==> src/rtl/seg7_pkg.sv <==
// seg7_pkg: shared constants, types and the hex-to-segment pattern table for
// the seven-segment display blocks.
//   NUM_DIGITS   number of multiplexed digits on the board
//   SEG_BLANK    active-low pattern with every segment off
//   digit_idx_t  index of the currently scanned digit
//   hexToSeg7    nibble -> active-low {g,f,e,d,c,b,a} pattern
package seg7_pkg;

  localparam int NUM_DIGITS = 4;
  localparam logic [6:0] SEG_BLANK = 7'b1111111;

  typedef logic [1:0] digit_idx_t;

  function automatic logic [6:0] hexToSeg7(input logic [3:0] nibble);
    logic [6:0] pattern;
    case (nibble)
      4'h0: pattern = 7'b1000000;
      4'h1: pattern = 7'b1111001;
      4'h2: pattern = 7'b0100100;
      4'h3: pattern = 7'b0110000;
      4'h4: pattern = 7'b0011001;
      4'h5: pattern = 7'b0010010;
      4'h6: pattern = 7'b0000010;
      4'h7: pattern = 7'b1111000;
      4'h8: pattern = 7'b0000000;
      4'h9: pattern = 7'b0010000;
      4'hA: pattern = 7'b0001000;
      4'hB: pattern = 7'b0000011;
      4'hC: pattern = 7'b1000110;
      4'hD: pattern = 7'b0100001;
      4'hE: pattern = 7'b0000110;
      default: pattern = 7'b0001110;
    endcase
    return pattern;
  endfunction

endpackage

==> src/rtl/seg7_scan_ctrl_if.sv <==
// seg7_scan_ctrl_if: bundles the display request side (value, hold, blanking,
// decimal points) with the board-facing pin side (anodes, segments, dp).
//   master  drives value/hold/blank_lz/dp_in, observes an/seg/dp
//   slave   the scan controller: consumes the requests, drives the pins
interface seg7_scan_ctrl_if;
  import seg7_pkg::*;

  logic [15:0]           value;
  logic                  hold;
  logic                  blank_lz;
  logic [NUM_DIGITS-1:0] dp_in;
  logic [NUM_DIGITS-1:0] an;
  logic [6:0]            seg;
  logic                  dp;

  modport master (
    output value, hold, blank_lz, dp_in,
    input  an, seg, dp
  );

  modport slave (
    input  value, hold, blank_lz, dp_in,
    output an, seg, dp
  );

endinterface

==> src/rtl/hex_to_seg7.sv <==
// hex_to_seg7: purely combinational decode of one hex nibble into the
// active-low {g,f,e,d,c,b,a} segment pattern of a common-anode display.
//   nibble_i  hex digit to show
//   seg_o     active-low segment pattern
module hex_to_seg7
  import seg7_pkg::*;
(
  input  logic [3:0] nibble_i,
  output logic [6:0] seg_o
);

  assign seg_o = hexToSeg7(nibble_i);

endmodule

==> src/rtl/seg7_scan_ctrl.sv <==
// seg7_scan_ctrl: time-multiplexes a 16-bit hex value onto a 4-digit
// common-anode display. Each digit is lit for REFRESH_DIV cycles; the value is
// snapshotted once per frame so all four digits show the same count.
//   clock, reset  system clock and synchronous active-high reset
//   bus.value     hex value to display, digit k = value[4k+3:4k]
//   bus.hold      freeze the snapshot at the next frame start
//   bus.blank_lz  blank leading-zero digits 3..1
//   bus.dp_in     active-high decimal point request per digit
//   bus.an        active-low anode enables
//   bus.seg       active-low segments {g,f,e,d,c,b,a}
//   bus.dp        active-low decimal point of the lit digit
module seg7_scan_ctrl
  import seg7_pkg::*;
#(
  parameter int REFRESH_DIV = 50000
) (
  input logic        clock,
  input logic        reset,
  seg7_scan_ctrl_if.slave bus
);

  localparam int PRE_W = (REFRESH_DIV > 1) ? $clog2(REFRESH_DIV) : 1;
  localparam logic [PRE_W-1:0] PRE_LAST = PRE_W'(REFRESH_DIV - 1);

  logic [PRE_W-1:0] pre_q, pre_d;
  digit_idx_t       idx_q, idx_d;
  logic             started_q, started_d;
  logic [15:0]      snap_q, snap_d;
  logic [3:0]       an_q, an_d;
  logic [6:0]       seg_q, seg_d;
  logic             dp_q, dp_d;

  logic       tick;
  logic       frameStart;
  logic       blanked;
  logic [3:0] nibble;
  logic [6:0] decoded;

  // Prescaler, digit sequencing and snapshot. The very first tick after reset
  // is treated as a frame start so the display begins at digit 0 with a fresh
  // snapshot. Nibble select and blanking look at the next-state index/snapshot
  // so the outputs registered on a tick match the digit being entered.
  always_comb begin
    tick       = (pre_q == PRE_LAST);
    pre_d      = tick ? '0 : pre_q + PRE_W'(1);
    frameStart = !started_q || (idx_q == 2'd3);
    idx_d      = idx_q;
    started_d  = started_q;
    snap_d     = snap_q;
    if (tick) begin
      if (frameStart) begin
        idx_d     = '0;
        started_d = 1'b1;
        if (!bus.hold) begin
          snap_d = bus.value;
        end
      end else begin
        idx_d = idx_q + 2'd1;
      end
    end

    case (idx_d)
      2'd0:    nibble = snap_d[3:0];
      2'd1:    nibble = snap_d[7:4];
      2'd2:    nibble = snap_d[11:8];
      default: nibble = snap_d[15:12];
    endcase

    // Digit k is a leading zero when nibbles k..3 are all zero.
    case (idx_d)
      2'd0:    blanked = 1'b0;
      2'd1:    blanked = bus.blank_lz && (snap_d[15:4] == 12'h000);
      2'd2:    blanked = bus.blank_lz && (snap_d[15:8] == 8'h00);
      default: blanked = bus.blank_lz && (snap_d[15:12] == 4'h0);
    endcase
  end

  hex_to_seg7 u_decode (
    .nibble_i (nibble),
    .seg_o    (decoded)
  );

  // Pin outputs only change on a tick; a blanked slot still takes its time.
  always_comb begin
    an_d  = an_q;
    seg_d = seg_q;
    dp_d  = dp_q;
    if (tick) begin
      if (blanked) begin
        an_d  = 4'hF;
        seg_d = SEG_BLANK;
        dp_d  = 1'b1;
      end else begin
        an_d  = ~(4'b0001 << idx_d);
        seg_d = decoded;
        dp_d  = ~bus.dp_in[idx_d];
      end
    end
  end

  // State and output registers with synchronous reset to a dark display.
  always_ff @(posedge clock) begin
    if (reset) begin
      pre_q     <= '0;
      idx_q     <= '0;
      started_q <= 1'b0;
      snap_q    <= '0;
      an_q      <= 4'hF;
      seg_q     <= SEG_BLANK;
      dp_q      <= 1'b1;
    end else begin
      pre_q     <= pre_d;
      idx_q     <= idx_d;
      started_q <= started_d;
      snap_q    <= snap_d;
      an_q      <= an_d;
      seg_q     <= seg_d;
      dp_q      <= dp_d;
    end
  end

  assign bus.an  = an_q;
  assign bus.seg = seg_q;
  assign bus.dp  = dp_q;

endmodule

==> src/flat_wrapper.sv <==
// flat-port wrapper written by rule: the top's interface ports become plain ports
module seg7_scan_ctrl_flat import seg7_pkg::*;
#(
  parameter int REFRESH_DIV = 50000
)
  (clock, reset, bus_value, bus_hold, bus_blank_lz, bus_dp_in, bus_an, bus_seg, bus_dp);
  seg7_scan_ctrl_if bus_i ();
  input logic clock;
  input logic reset;
  input wire logic [$bits(bus_i.value)-1:0] bus_value;
  input wire logic [$bits(bus_i.hold)-1:0] bus_hold;
  input wire logic [$bits(bus_i.blank_lz)-1:0] bus_blank_lz;
  input wire logic [$bits(bus_i.dp_in)-1:0] bus_dp_in;
  output wire logic [$bits(bus_i.an)-1:0] bus_an;
  output wire logic [$bits(bus_i.seg)-1:0] bus_seg;
  output wire logic [$bits(bus_i.dp)-1:0] bus_dp;
  assign bus_i.value = bus_value;
  assign bus_i.hold = bus_hold;
  assign bus_i.blank_lz = bus_blank_lz;
  assign bus_i.dp_in = bus_dp_in;
  assign bus_an = bus_i.an;
  assign bus_seg = bus_i.seg;
  assign bus_dp = bus_i.dp;
  seg7_scan_ctrl #(.REFRESH_DIV(REFRESH_DIV)) u_core (.clock(clock), .reset(reset), .bus(bus_i));
endmodule
==> config.mk <==
export PLATFORM = sky130hd
export DESIGN_NAME = seg7_scan_ctrl_flat
export DESIGN_NICKNAME = d
export VERILOG_FILES = /design/src/rtl/seg7_pkg.sv /design/src/rtl/seg7_scan_ctrl_if.sv /design/src/rtl/hex_to_seg7.sv /design/src/rtl/seg7_scan_ctrl.sv /design/src/flat_wrapper.sv
export SDC_FILE = /design/constraint.sdc
export NUM_CORES = 1
export LEC_CHECK = 0
export ABC_AREA = 0
export BUFFER_PORTS_ARGS = -buffer_cell sky130_fd_sc_hd__buf_4
export CAP_MARGIN = 20
export CORE_ASPECT_RATIO = 1.4
export CORE_MARGIN = 2
export CORE_UTILIZATION = 48
export CTS_BUF_LIST = sky130_fd_sc_hd__clkbuf_2
export DETAILED_ROUTE_END_ITERATION = 10
export GPL_ROUTABILITY_DRIVEN = 0
export PLACE_DENSITY_LB_ADDON = 0.12
export SLEW_MARGIN = 20
export SYNTH_ARGS = -nofsm -noshare
export SYNTH_HDL_FRONTEND = slang
export SYNTH_HIERARCHICAL = 1
export SYNTH_SLANG_ARGS = --single-unit
==> constraint.sdc <==
create_clock -name clock -period 4.1 [get_ports clock]
set_clock_uncertainty 0.05 [all_clocks]
set_input_delay 0.41 -clock clock [delete_from_list [all_inputs] [get_ports clock]]
set_output_delay 0.41 -clock clock [all_outputs]
set_load 0.05 [all_outputs]
# --- Word-level counts from Yosys, hierarchy flattened ---
# Memories as Yosys holds them, arrays and structs flattened.
# Cells that the tools add are included.
totals:
  reg_bits: 47
  input_bits: 24
  romBits: 112
  memories: 1
  ram_bits: 0
  latch_bits: 0
  output_inout_bits: 12
  word_cells: 41
op_classes:
  shifts: 1
  eq_ne: 4
  n_mul: 0
  order_cmp: 1
  reduce_logical: 11
  addsub: 2
  bitwise_logic: 2
  n_mux: 12
  div: 0
mem_list:
  columns: ["memory", "words", "word_bits", "rd", "rd_ports_with_merged_regs", "write_ports", "line", "rtl"]
  rows:
  - ["(no name shown)", 16, 7, 1, 0, 0, "seg7_pkg.sv:16", "case (nibble)"]
op_table:
  columns: ["cell", "count"]
  rows:
  - ["$mux W16", 3]
  - ["$add A16 B1 Y16 const B", 1]
  - ["$eq A16 B16 Y1 const B", 1]
  - ["$logic_not A12 Y1", 1]
  - ["$pmux W4 S3", 1]
  - ["$logic_not A8 Y1", 1]
  - ["$mux W7", 1]
  - ["$eq A2 B2 Y1 const B", 2]
  - ["$logic_not A4 Y1", 1]
  - ["$mux W2", 2]
  - ["$mux W4", 1]
  - ["$not A4 Y4", 1]
  - ["$shl A1 B2 Y4 const A", 1]
  - ["$logic_and A1 B1 Y1", 3]
  - ["$lt A2 B3 Y1 const B", 1]
  - ["$pmux W1 S3", 1]
  - ["$add A2 B1 Y2 const B", 1]
  - ["$bmux W1 S2", 1]
  - ["$eq A2 B1 Y1 const B", 1]
  - ["$logic_not A2 Y1", 1]
  - ["$mux W1", 2]
  - ["$reduce_and A2 Y1", 1]
  - ["$reduce_or A2 Y1", 1]
  - ["$logic_not A1 Y1", 1]
  - ["other kinds (2)", 2]

# --- Logic depth before layout (Yosys ltp) ---
# Gate-level depths: netlist of run 1.
logic_depth:
  depth_word: 8
  depth_mapped: 17
  mapped_depth_nobuf: 16

# --- Modules after synthesis ---
# Netlist of run 1, hierarchy kept.
by_module_without_submodules:
  columns: ["mod", "seq_area_each_um2", "n_inst", "cells_per_inst", "area_per_inst_um2"]
  rows:
  - ["seg7_scan_ctrl", 940.9, 1, 238, 2252.2]
  - ["hex_to_seg7", 0.0, 1, 32, 275.3]

# --- Worst setup path after synthesis of run 1 ---
# OpenSTA, ideal clock, no wires.
synth_timing:
  kind: "register to register"
  from: "register u_core.pre_q[0]"
  to: "register u_core.seg_q[3] (netlist: u_core/bus.seg[3])"
  synth_period_minus_slack_ns: 3.565
  stages_incl_launch_ff: 17
  t_arrival_ns: 3.376
  setup_slack_ns: 0.535
  path_buffers: 2
  required_time_ns: 3.911
  path_cell_list: "dfxtp_1 ha_1 and3_1 nand4_2 buf_2 nor3_1 a21oi_1 inv_1 ha_1 buf_1 mux2i_1 inv_1 ha_1 inv_1 mux4_1 inv_1 a21oi_1"
synth_between:
  elab_chain_cells: 6
synth_lines:
  columns: ["element", "line", "rtl"]
  rows:
  - ["start, declared", "seg7_scan_ctrl.sv:25", "logic [PRE_W-1:0] pre_q, pre_d;"]
  - ["start signal, assigned", "seg7_scan_ctrl.sv:112", "pre_q <= pre_d;"]
  - ["$eq A16 B16 Y1 *", "seg7_scan_ctrl.sv:44", "tick = (pre_q == PRE_LAST);"]
  - ["$mux W2 *", "seg7_scan_ctrl.sv:50", "if (tick) begin"]
  - ["via u_core.idx_d[0]", "seg7_scan_ctrl.sv:26", "digit_idx_t idx_q, idx_d;"]
  - ["$eq A2 B2 Y1 (tied with other cells)", "seg7_scan_ctrl.sv:62", "case (idx_d)"]
  - ["$pmux W4 S3 *", "seg7_scan_ctrl.sv:62", null]
  - ["via u_core.nibble[0]", "seg7_scan_ctrl.sv:36", "logic [3:0] nibble;"]
  - ["$mem_v2 Z16 W7 *", null, null]
  - ["via u_core.decoded[3]", "seg7_scan_ctrl.sv:37", "logic [6:0] decoded;"]
  - ["$mux W7 *", "seg7_scan_ctrl.sv:89", "if (blanked) begin"]
  - ["end signal, assigned", "seg7_scan_ctrl.sv:117", "seg_q <= seg_d;"]
  - ["end, declared", "seg7_scan_ctrl.sv:30", "logic [6:0] seg_q, seg_d;"]
# The timed path passes the listed nets; every way through them passes the cells marked *.
# A chain may end at the register's enable or synchronous reset.

# --- Worst setup path in the final report of run 1 ---
layout_timing:
  from: "register u_core.pre_q[0]"
  to: "register u_core.seg_q[0] (netlist: u_core/bus.seg[0])"
layout_between:
  elab_chain_cells: 6
layout_lines:
  columns: ["element", "line"]
  rows:
  - ["$eq A16 B16 Y1 *", "seg7_scan_ctrl.sv:44"]
  - ["$mux W2", "seg7_scan_ctrl.sv:50"]
  - ["$eq A2 B2 Y1 (tied with other cells)", "seg7_scan_ctrl.sv:62"]
  - ["$pmux W4 S3 *", "seg7_scan_ctrl.sv:62"]
  - ["via u_core.nibble[1]", "seg7_scan_ctrl.sv:36"]
  - ["$mem_v2 Z16 W7 *", null]
  - ["via u_core.decoded[0]", "seg7_scan_ctrl.sv:37"]
  - ["$mux W7 *", "seg7_scan_ctrl.sv:89"]
# Marked as above.

==> impl_metrics.ini, run 1 <==
[logic_synthesis]
synthArstFlopShare = 0
synthAdderAreaFrac = 0.0743
synth.area.mux_share = 0.139
synth_top_cell_by_area = dfxtp_1
synth_top_family_by_area = simple AND/OR/NAND/NOR gates
synth_top_area_frac = 0.372
synth_cell_types = 49
synth_xor_area_frac = 0.0485
ys_seq_area_frac = 0.372
synth_ff_type = dfxtp_1
syn_area_per_cell_um2 = 9.36
synthCells = 270
synth_nets = 309
yosys.area_share.simple = 0.227
syn_area_um2 = 2530
synth_compound_area_frac = 0.0861
synth_area_leaders = dfxtp_1 (37%), ha_1 (7.4%), mux2i_1 (6.7%)
synth_seq_cells = 47
yosys_warnings = 6
synth_edf_count = 0

[timing]
finalSetupViolCount = 0
rsz0062_at_grt = false
slew_viol_final = 0
hold_viol_final = 0
relSlewSlack = 0.440
min_period_ns = 3.73
fin_crit_sh = 0.911
fmax_mhz = 268
final.setup.tns_ns = 0
max_slew.worst_pin.slew_ns = 0.816

[critical_path]
startpoint_type = flop
worstPathArrival_ns = 4.04
crit_fanout = 7
cp-end-kind = flop
crit_required_ns = 4.40
critical_path_class = reg -> reg

[clocking]
cts_buffer_depth = 2
clkSinkCount = 47
clk_latency_ns = 0.42
cts-root-buf = clkbuf_2
htreeDepth = 2
cts_tree = yes
clkSlewWorstSetupHoldPaths_ns = 0.24
cts_buffers = 5

[global_routing]
grt_pass1_wl_mm = 8.89
grt_util_all_layers = 0.193
grt.overflow.total = 0
grt_start_max_net_pins = 27
antenna_found_initial = 0
first_global_vias = 1960

[floorplan]
fp-row-count = 31
die_w_um = 65.3
die-area_um2 = 5870
initial_core_util = 0.494
ioPinCount = 36
core-area_um2 = 5120
dieHeight_um = 89.9

[final_layout]
multi_input_area_um2 = 1470
fillers = 503
final_cell_area_um2 = 2940
antenna_cells = 0
syn_to_final_growth_pct = 16.3
regArea_um2 = 941
nets = 348
layout_commonest_cell = dfxtp_1
drive_gt1_frac = 0.214
final_cell_mix = dfxtp_1 (47), nor2_1 (45), buf_4 (44)

[pwr]
cellInternalPower_uw = 581
netSwitchingPower_uw = 160
clkPwrFrac = 0.330
ir_drop_mv = 0.142
comb_power_share = 0.046
pwr-share-seq = 0.624
leakage_nw = 1.27
p_sw_frac = 0.215
power_density_nw_per_um2 = 252

[route]
viasPerCell = 5.42
totalWireLength_mm = 5.39
drc = 0
drt_iter0_markers = 121
wire_per_inst_um = 14.4
detail-route-antenna-nets = 0
first_pass_iters = 5
via_count = 2033

[hold_path]
hold_class = in -> reg

[placed_design]
port_buffers = 35
place_area_um2 = 2840
dp_hpwl_mm = 4.02

[status]
outcome = completed

[job]
cap_violations = 0
==> cell families after synthesis <==
family / count (synthesis)
fa+ha+maj: 15
compound gates: 33
mux: 31
flops: 47
buf+inv: 27
xor+xnor: 14
simple gates: 103
==> per-layer routing <==
metal,vias to the layer above,global-route usage,share of wire
met1,960,0.217,0.43
met3,7,0.0388,0.041
li1,1010,-,-
met2,56,0.348,0.51
met5,-,0,0
met4,0,0.0729,0.020
==> flip-flops by register name, indices dropped and copies added (netlist names) <==
name / cells
u_core/pre_q: 16
u_core/snap_q: 16
u_core/bus.seg: 7
u_core/bus.an: 4
u_core/idx_q: 2
u_core/bus.dp: 1
u_core/started_q: 1
==> worst paths after layout <==
path,to,slack (ns),startpoint,depth (start not counted)
min reg2reg,u_core/pre_q[0]$_SDFF_PP0_,0.41,u_core/pre_q[0]$_SDFF_PP0_,1
max reg2reg,u_core/bus.seg[0]$_SDFFE_PP1N_,0.37,u_core/pre_q[0]$_SDFF_PP0_,17
max,u_core/bus.seg[0]$_SDFFE_PP1N_,0.37,u_core/pre_q[0]$_SDFF_PP0_,17
min,u_core/snap_q[14]$_SDFF_PP0_,0.20,bus_value[14],3
==> critical path, cell delays in order, from the launching register on <==
cell      delay, ns
dfxtp_1        0.39
ha_1           0.19
and3_2         0.26
nand4_4        0.15
buf_4          0.20
nor3_1         0.17
a21oi_1        0.06
buf_4          0.16
ha_1           0.29
a222oi_1       0.43
mux2i_2        0.20
inv_2          0.13
ha_1           0.19
and2b_2        0.23
or3b_1         0.36
o21ai_0        0.07
inv_1          0.05
a21oi_1        0.11
==> power by group through the flow <==
stage	registers [mW]	clock network, mW	logic, mW
after floorplan	0.471	0	0.0137
after global placement	0.471	0	0.0351
after detailed placement	0.471	0	0.0349
after CTS	0.463	0.258	0.0350
after global routing	0.464	0.275	0.0378
final	0.462	0.245	0.0342
==> area by class of cell <==
cell class                      count  area share
Tap cell                           66      0.0281
Clock inverter                      1      0.0102
Clock buffer                        6      0.0102
Timing Repair Buffer               44       0.112
Multi-Input combinational cell    196       0.500
Sequential cell                    47       0.320
Inverter                           15      0.0192
==> per-stage QoR <==
step / setup WS, ns / total power, mW / instances / utilization / hold WS (ns)
2_1_floorplan: 0.535 / 0.484 / 270 / - / 0.363
3_3_place_gp: 0.348 / 0.506 / 365 / 0.554 / 0.372
3_5_place_dp: 0.190 / 0.506 / 365 / 0.554 / 0.383
4_1_cts: 0.180 / 0.756 / 372 / 0.566 / 0.193
5_1_grt: 0.00320 / 0.777 / 375 / 0.574 / 0.191
6_report: 0.365 / 0.741 / 375 / 0.574 / 0.204
==> Yosys cell counts (all sizes together), types with 2 or more instances <==
library cell,instances
nand3,7
a31oi,2
a21oi,15
xor2,5
buf,6
o21ai,5
or4,2
clkbuf,6
nor4,2
mux2i,17
nor3b,2
nor4b,2
xnor2,9
nor2b,15
and4bb,2
nand2,3
nor2,45
nand4,4
and3,4
nor3,2
mux2,13
dfxtp,47
or3,2
a22o,2
a222oi,4
inv,15
nand2b,3
ha,15
==> timing repair <==
action	CTS	global route
endpoints found under the setup margin	0	4
hold buffers	0	0
resized for setup	0	5
setup buffers	0	3
Power figures use the tool's default switching activity.
==> run 2, diff against run 1 <==
--- a/config.mk
+++ b/config.mk
@@ -14,6 +14,7 @@
 export CTS_BUF_LIST = sky130_fd_sc_hd__clkbuf_2
 export DETAILED_ROUTE_END_ITERATION = 10
 export GPL_ROUTABILITY_DRIVEN = 0
+export GPL_TIMING_DRIVEN = 0
 export PLACE_DENSITY_LB_ADDON = 0.12
 export SLEW_MARGIN = 20
 export SYNTH_ARGS = -nofsm -noshare
==> constraint.sdc (replaced) <==
create_clock -name clock -period 4.39 [get_ports clock]
set_clock_uncertainty 0.05 [all_clocks]
set_input_delay 0.439 -clock clock [delete_from_list [all_inputs] [get_ports clock]]
set_output_delay 0.439 -clock clock [all_outputs]
set_load 0.05 [all_outputs]
==> run 2 against run 1 <==
Via count is 0.79% lower. Clock power shrank 31%. Critical endpoint unchanged. Worst hold slack better by 0.044 ns. Global-route usage is 0.64 points lower. Sequential power is 6.5% lower. Design area fell by 0.55%. Die area stayed put.
==> impl_metrics.ini, run 2 (same netlist as run 1, synthesis figures left out) <==
[critical_path]
reg2reg_to = u_core/bus.seg[0]$_SDFFE_PP1N_
worstPathArrival_ns = 4.34
crit_fanout = 10
critical_path_class = reg -> reg
rrSetupSlack_ns = 0.36
crit_required_ns = 4.70
crit_path_cell_trace = ha_1 > and3_1 > nand4_2 > buf_2 > mux2i_4 > inv_1 > ha_1 > a222oi_1 > mux2i_1 > inv_1 > ha_1 > and2b_2 > or3b_1 > o21ai_0 > inv_1 > a21oi_1
crit_family = simple AND/OR/NAND/NOR gates
reg2reg_depth = 16
cp_num_buf_inv = 4
cpMaxStageDelayCell = dfxtp_1
r2r_start = u_core/pre_q[0]$_SDFF_PP0_
cp-end-kind = flop
startpoint_type = flop
cp_slowest_stage_delay_ns = 0.37

[final_layout]
final_cell_mix = dfxtp_1 (47), nor2_1 (45), buf_4 (34)
final_cells = 378
layout_commonest_cell = dfxtp_1
drive_gt1_frac = 0.189
post-route-util = 0.571
antenna_cells = 0
syn_to_final_growth_pct = 15.6
nets = 350

[floorplan]
dieHeight_um = 89.9
initial_core_util = 0.494
die-area_um2 = 5870
fp-row-count = 31
ioPinCount = 36
core-area_um2 = 5120
die_w_um = 65.3

[timing]
fmax_mhz = 248
rsz0062_at_grt = false
max_slew.worst_pin.slew_ns = 0.784
whs_ns = 0.248
fin_crit_sh = 0.917
hold_viol_final = 0
finalSetupViolCount = 0
relSlewSlack = 0.474
final.setup.tns_ns = 0
slew_viol_final = 0
min_period_ns = 4.03

[hold_path]
worstHoldEndpoint = u_core/snap_q[15]$_SDFF_PP0_
hold_class = in -> reg
worstHoldStart = bus_value[15]
hold_path_depth = 3

[global_routing]
first_global_vias = 1901
grt_util_all_layers = 0.187
grt_pass1_wl_mm = 8.48
grt.overflow.total = 0
antenna_found_initial = 0
grt_start_max_net_pins = 14

[placed_design]
port_buffers = 34
dp_hpwl_mm = 4.07
dp_cells = 370

[route]
totalWireLength_mm = 5.33
viasPerCell = 5.34
drc = 0
detail-route-antenna-nets = 0
wire_per_inst_um = 14.1
via_count = 2017
first_pass_iters = 4
drt_iter0_markers = 89

[clocking]
cts_buffers = 5
htreeDepth = 2
clk_latency_ns = 0.41
cts_buffer_depth = 2
cts_tree = yes
clkSinkCount = 47
cts-root-buf = clkbuf_2
clkSlewWorstSetupHoldPaths_ns = 0.22

[status]
outcome = completed

[pwr]
power_density_nw_per_um2 = 217
ir_drop_mv = 0.163
leakage_nw = 1.23

[job]
cap_violations = 0
run 2: changes by cell type in the layout (fill, tap and decap cells not counted), sizes merged:
cell,previous run,this run
buf,44,40
bufinv,1,0
clkbuf,6,12
clkinv,0,2
run 2: stage by stage:
| stage | area (um^2) | setup WS, ns | power, mW |
|---|---|---|---|
| after floorplan | 2530 | 0.825 | 0.452 |
| after global placement | 2870 | 0.255 | 0.474 |
| after detailed placement | 2870 | 0.223 | 0.474 |
| after CTS | 2900 | 0.185 | 0.647 |
| after global routing | 2920 | 0.0747 | 0.669 |
| final | 2920 | 0.363 | 0.635 |
run 2: worst max-delay path by stage:
stage	end	cells past startpoint	startpoint	slack [ns]
finish	u_core/bus.seg[0]$_SDFFE_PP1N_	16	u_core/pre_q[0]$_SDFF_PP0_	0.36
global route	u_core/bus.seg[0]$_SDFFE_PP1N_	16	u_core/pre_q[0]$_SDFF_PP0_	0.07
CTS	u_core/bus.seg[0]$_SDFFE_PP1N_	16	u_core/pre_q[0]$_SDFF_PP0_	0.18
detailed placement	u_core/bus.seg[0]$_SDFFE_PP1N_	16	u_core/pre_q[0]$_SDFF_PP0_	0.22
global placement	u_core/bus.seg[0]$_SDFFE_PP1N_	16	u_core/pre_q[0]$_SDFF_PP0_	0.25
floorplan	u_core/bus.seg[3]$_SDFFE_PP1N_	16	u_core/pre_q[0]$_SDFF_PP0_	0.82
run 2: per-layer routing:
metal  track usage  part of all wire
met1         0.220              0.44
met2         0.327              0.50
met3        0.0401             0.034
met4        0.0642             0.017
met5             0                 0
run 2: report_power, final:
group / internal, mW / switching, mW
clock: 0.0384 / 0.131
sequential: 0.430 / 0.00157
combinational: 0.0176 / 0.0163
total: 0.486 / 0.149
run 2: what timing repair did:
item / CTS / global route
hold buffers: 0 / 0
setup endpoints to repair: 0 / 2
setup buffers: 0 / 0
resized for setup: 0 / 4
run 2: worst register-to-register path, stage by stage, from the launching register on:
cell and delay, ns:
dfxtp_1 0.37, ha_1 0.23, and3_1 0.25, nand4_2 0.11
buf_2 0.24, mux2i_4 0.34, inv_1 0.16, ha_1 0.30
a222oi_1 0.37, mux2i_1 0.26, inv_1 0.21, ha_1 0.21
and2b_2 0.23, or3b_1 0.36, o21ai_0 0.11, inv_1 0.06
a21oi_1 0.12
run 2: cell type report:
class / count / area, um^2
fill: 487 / 2200
multi-input combinational: 196 / 1470
sequential: 47 / 941
timing repair buffer: 34 / 255
tap: 66 / 82.6
buffer: 12 / 78.8
inverter: 15 / 56.3
clock buffer: 6 / 30.0
clock inverter: 2 / 7.51
==> run 3, diff against run 2 <==
--- a/config.mk
+++ b/config.mk
@@ -8,7 +8,7 @@
 export ABC_AREA = 0
 export BUFFER_PORTS_ARGS = -buffer_cell sky130_fd_sc_hd__buf_4
 export CAP_MARGIN = 20
-export CORE_ASPECT_RATIO = 1.4
+export CORE_ASPECT_RATIO = 0.6
 export CORE_MARGIN = 2
 export CORE_UTILIZATION = 48
 export CTS_BUF_LIST = sky130_fd_sc_hd__clkbuf_2
@@ -16,6 +16,7 @@
 export GPL_ROUTABILITY_DRIVEN = 0
 export GPL_TIMING_DRIVEN = 0
 export PLACE_DENSITY_LB_ADDON = 0.12
+export REMOVE_ABC_BUFFERS = 1
 export SLEW_MARGIN = 20
 export SYNTH_ARGS = -nofsm -noshare
 export SYNTH_HDL_FRONTEND = slang
==> run 3 against run 2 <==
Non-clock buffer count shrank 11. Count of clock-buffer cells in the layout did not move. Critical path type unchanged. Combinational power down 5%. Clock power increased by 73%. Critical path depth shrank 1. Sequential cell count stayed put. Global-route usage is 0.32 points higher. Via count is 3.1% lower.
==> impl_metrics.ini, run 3 (same netlist as run 1, synthesis figures left out) <==
[status]
outcome = completed

[floorplan]
fp-row-count = 20
initial_core_util = 0.498
die-area_um2 = 5880
ioPinCount = 36
core-area_um2 = 5080
die_w_um = 97.7
dieHeight_um = 60.2

[pwr]
leakage_nw = 1.23
comb_power_share = 0.042
pwr-share-seq = 0.570
clkPwrFrac = 0.387
p_sw_frac = 0.204
netSwitchingPower_uw = 154
ir_drop_mv = 0.125
power_density_nw_per_um2 = 259
cellInternalPower_uw = 603

[timing]
slew_viol_final = 0
relSlewSlack = 0.421
finalSetupViolCount = 0
whs_ns = 0.238
max_slew.worst_pin.slew_ns = 0.869
final.setup.tns_ns = 0
rsz0062_at_grt = false
min_period_ns = 4.00
hold_viol_final = 0
fin_crit_sh = 0.911
fmax_mhz = 250

[route]
drc = 0
viasPerCell = 5.32
wire_per_inst_um = 14.4
first_pass_iters = 4
totalWireLength_mm = 5.28
drt_iter0_markers = 122
detail-route-antenna-nets = 0
via_count = 1954

[clocking]
clkSinkCount = 47
htreeDepth = 2
clk_latency_ns = 0.44
cts_buffer_depth = 2
postCtsSetupRepairBufs = 0
cts_tree = yes
clkSlewWorstSetupHoldPaths_ns = 0.23
cts-root-buf = clkbuf_2
cts_buffers = 5

[job]
cap_violations = 0

[global_routing]
grt_start_max_net_pins = 27
first_global_vias = 1760
antenna_found_initial = 0
grt_pass1_wl_mm = 8.60
grt_util_all_layers = 0.190
grt.overflow.total = 0

[critical_path]
critical_path_class = reg -> reg
cp-end-kind = flop
startpoint_type = flop
crit_required_ns = 4.72
crit_fanout = 12
reg2reg_depth = 15
worstPathArrival_ns = 4.33

[final_layout]
regArea_um2 = 941
syn_to_final_growth_pct = 15.5
drive_gt1_frac = 0.196
nets = 339
final_cell_mix = dfxtp_1 (47), nor2_1 (45), buf_4 (35)
antenna_cells = 0
layout_commonest_cell = dfxtp_1
fillers = 479
multi_input_area_um2 = 1490

[hold_path]
hold_class = in -> reg
hold_path_depth = 3

[placed_design]
dp_hpwl_mm = 3.90
port_buffers = 35
==> run 3: area by class of cell <==
class,count,area share
clock buffer,6,0.0103
clock inverter,2,0.0206
inverter,15,0.0193
multi-input combinational,196,0.509
sequential,47,0.322
tap,66,0.0283
timing repair buffer,35,0.0900
==> run 3: per-layer routing <==
metal / track usage / share of wire / vias up
met4: 0.0595 / 0.011 / 0
met5: 0 / 0 / -
met3: 0.0538 / 0.060 / 8
met1: 0.281 / 0.56 / 909
li1: - / - / 992
met2: 0.264 / 0.37 / 45
==> run 3: what timing repair did <==
item                       4_1_cts  5_1_grt
hold buffers                     0        0
gates resized for setup          0        8
setup endpoints to repair        0        4
==> run 3: power by group through the flow <==
stage,combinational (mW),sequential (mW),clock [mW]
floorplan,0.00898,0.439,0
global placement,0.0323,0.440,0
detailed placement,0.0323,0.440,0
CTS,0.0325,0.432,0.302
global route,0.0354,0.433,0.318
finish,0.0322,0.432,0.293
==> run 3: path summary, 6_finish.rpt <==
| check | from | to | slack, ns |
|---|---|---|---|
| hold reg to reg | u_core/pre_q[0]$_SDFF_PP0_ | u_core/pre_q[0]$_SDFF_PP0_ | 0.41 |
| setup reg to reg | u_core/pre_q[0]$_SDFF_PP0_ | u_core/bus.seg[0]$_SDFFE_PP1N_ | 0.39 |
| setup / recovery | u_core/pre_q[0]$_SDFF_PP0_ | u_core/bus.seg[0]$_SDFFE_PP1N_ | 0.39 |
| hold / removal | bus_value[14] | u_core/snap_q[14]$_SDFF_PP0_ | 0.24 |
==> run 3: per-stage QoR <==
| stage | utilization | area, um^2 | total power [mW] | setup WS [ns] | instances |
|---|---|---|---|---|---|
| after floorplan | - | 2450 | 0.448 | 0.769 | 258 |
| after global placement | 0.550 | 2790 | 0.472 | 0.199 | 359 |
| after detailed placement | 0.550 | 2790 | 0.472 | 0.174 | 359 |
| after CTS | 0.568 | 2880 | 0.766 | 0.114 | 367 |
| after global routing | 0.575 | 2920 | 0.786 | 0.0816 | 367 |
| final | 0.575 | 2920 | 0.757 | 0.390 | 367 |
==> run 3: critical path, cell delays in order, from the launching register on <==
cell and delay [ns]:
dfxtp_1 0.40, ha_1 0.21, and3_1 0.32, nand4_4 0.26, mux2i_4 0.29, inv_1 0.18, ha_1 0.32, a222oi_1 0.40
mux2i_1 0.25, inv_1 0.20, ha_1 0.22, and2b_2 0.23, or3b_1 0.36, o21ai_0 0.10, inv_1 0.06, a21oi_1 0.11
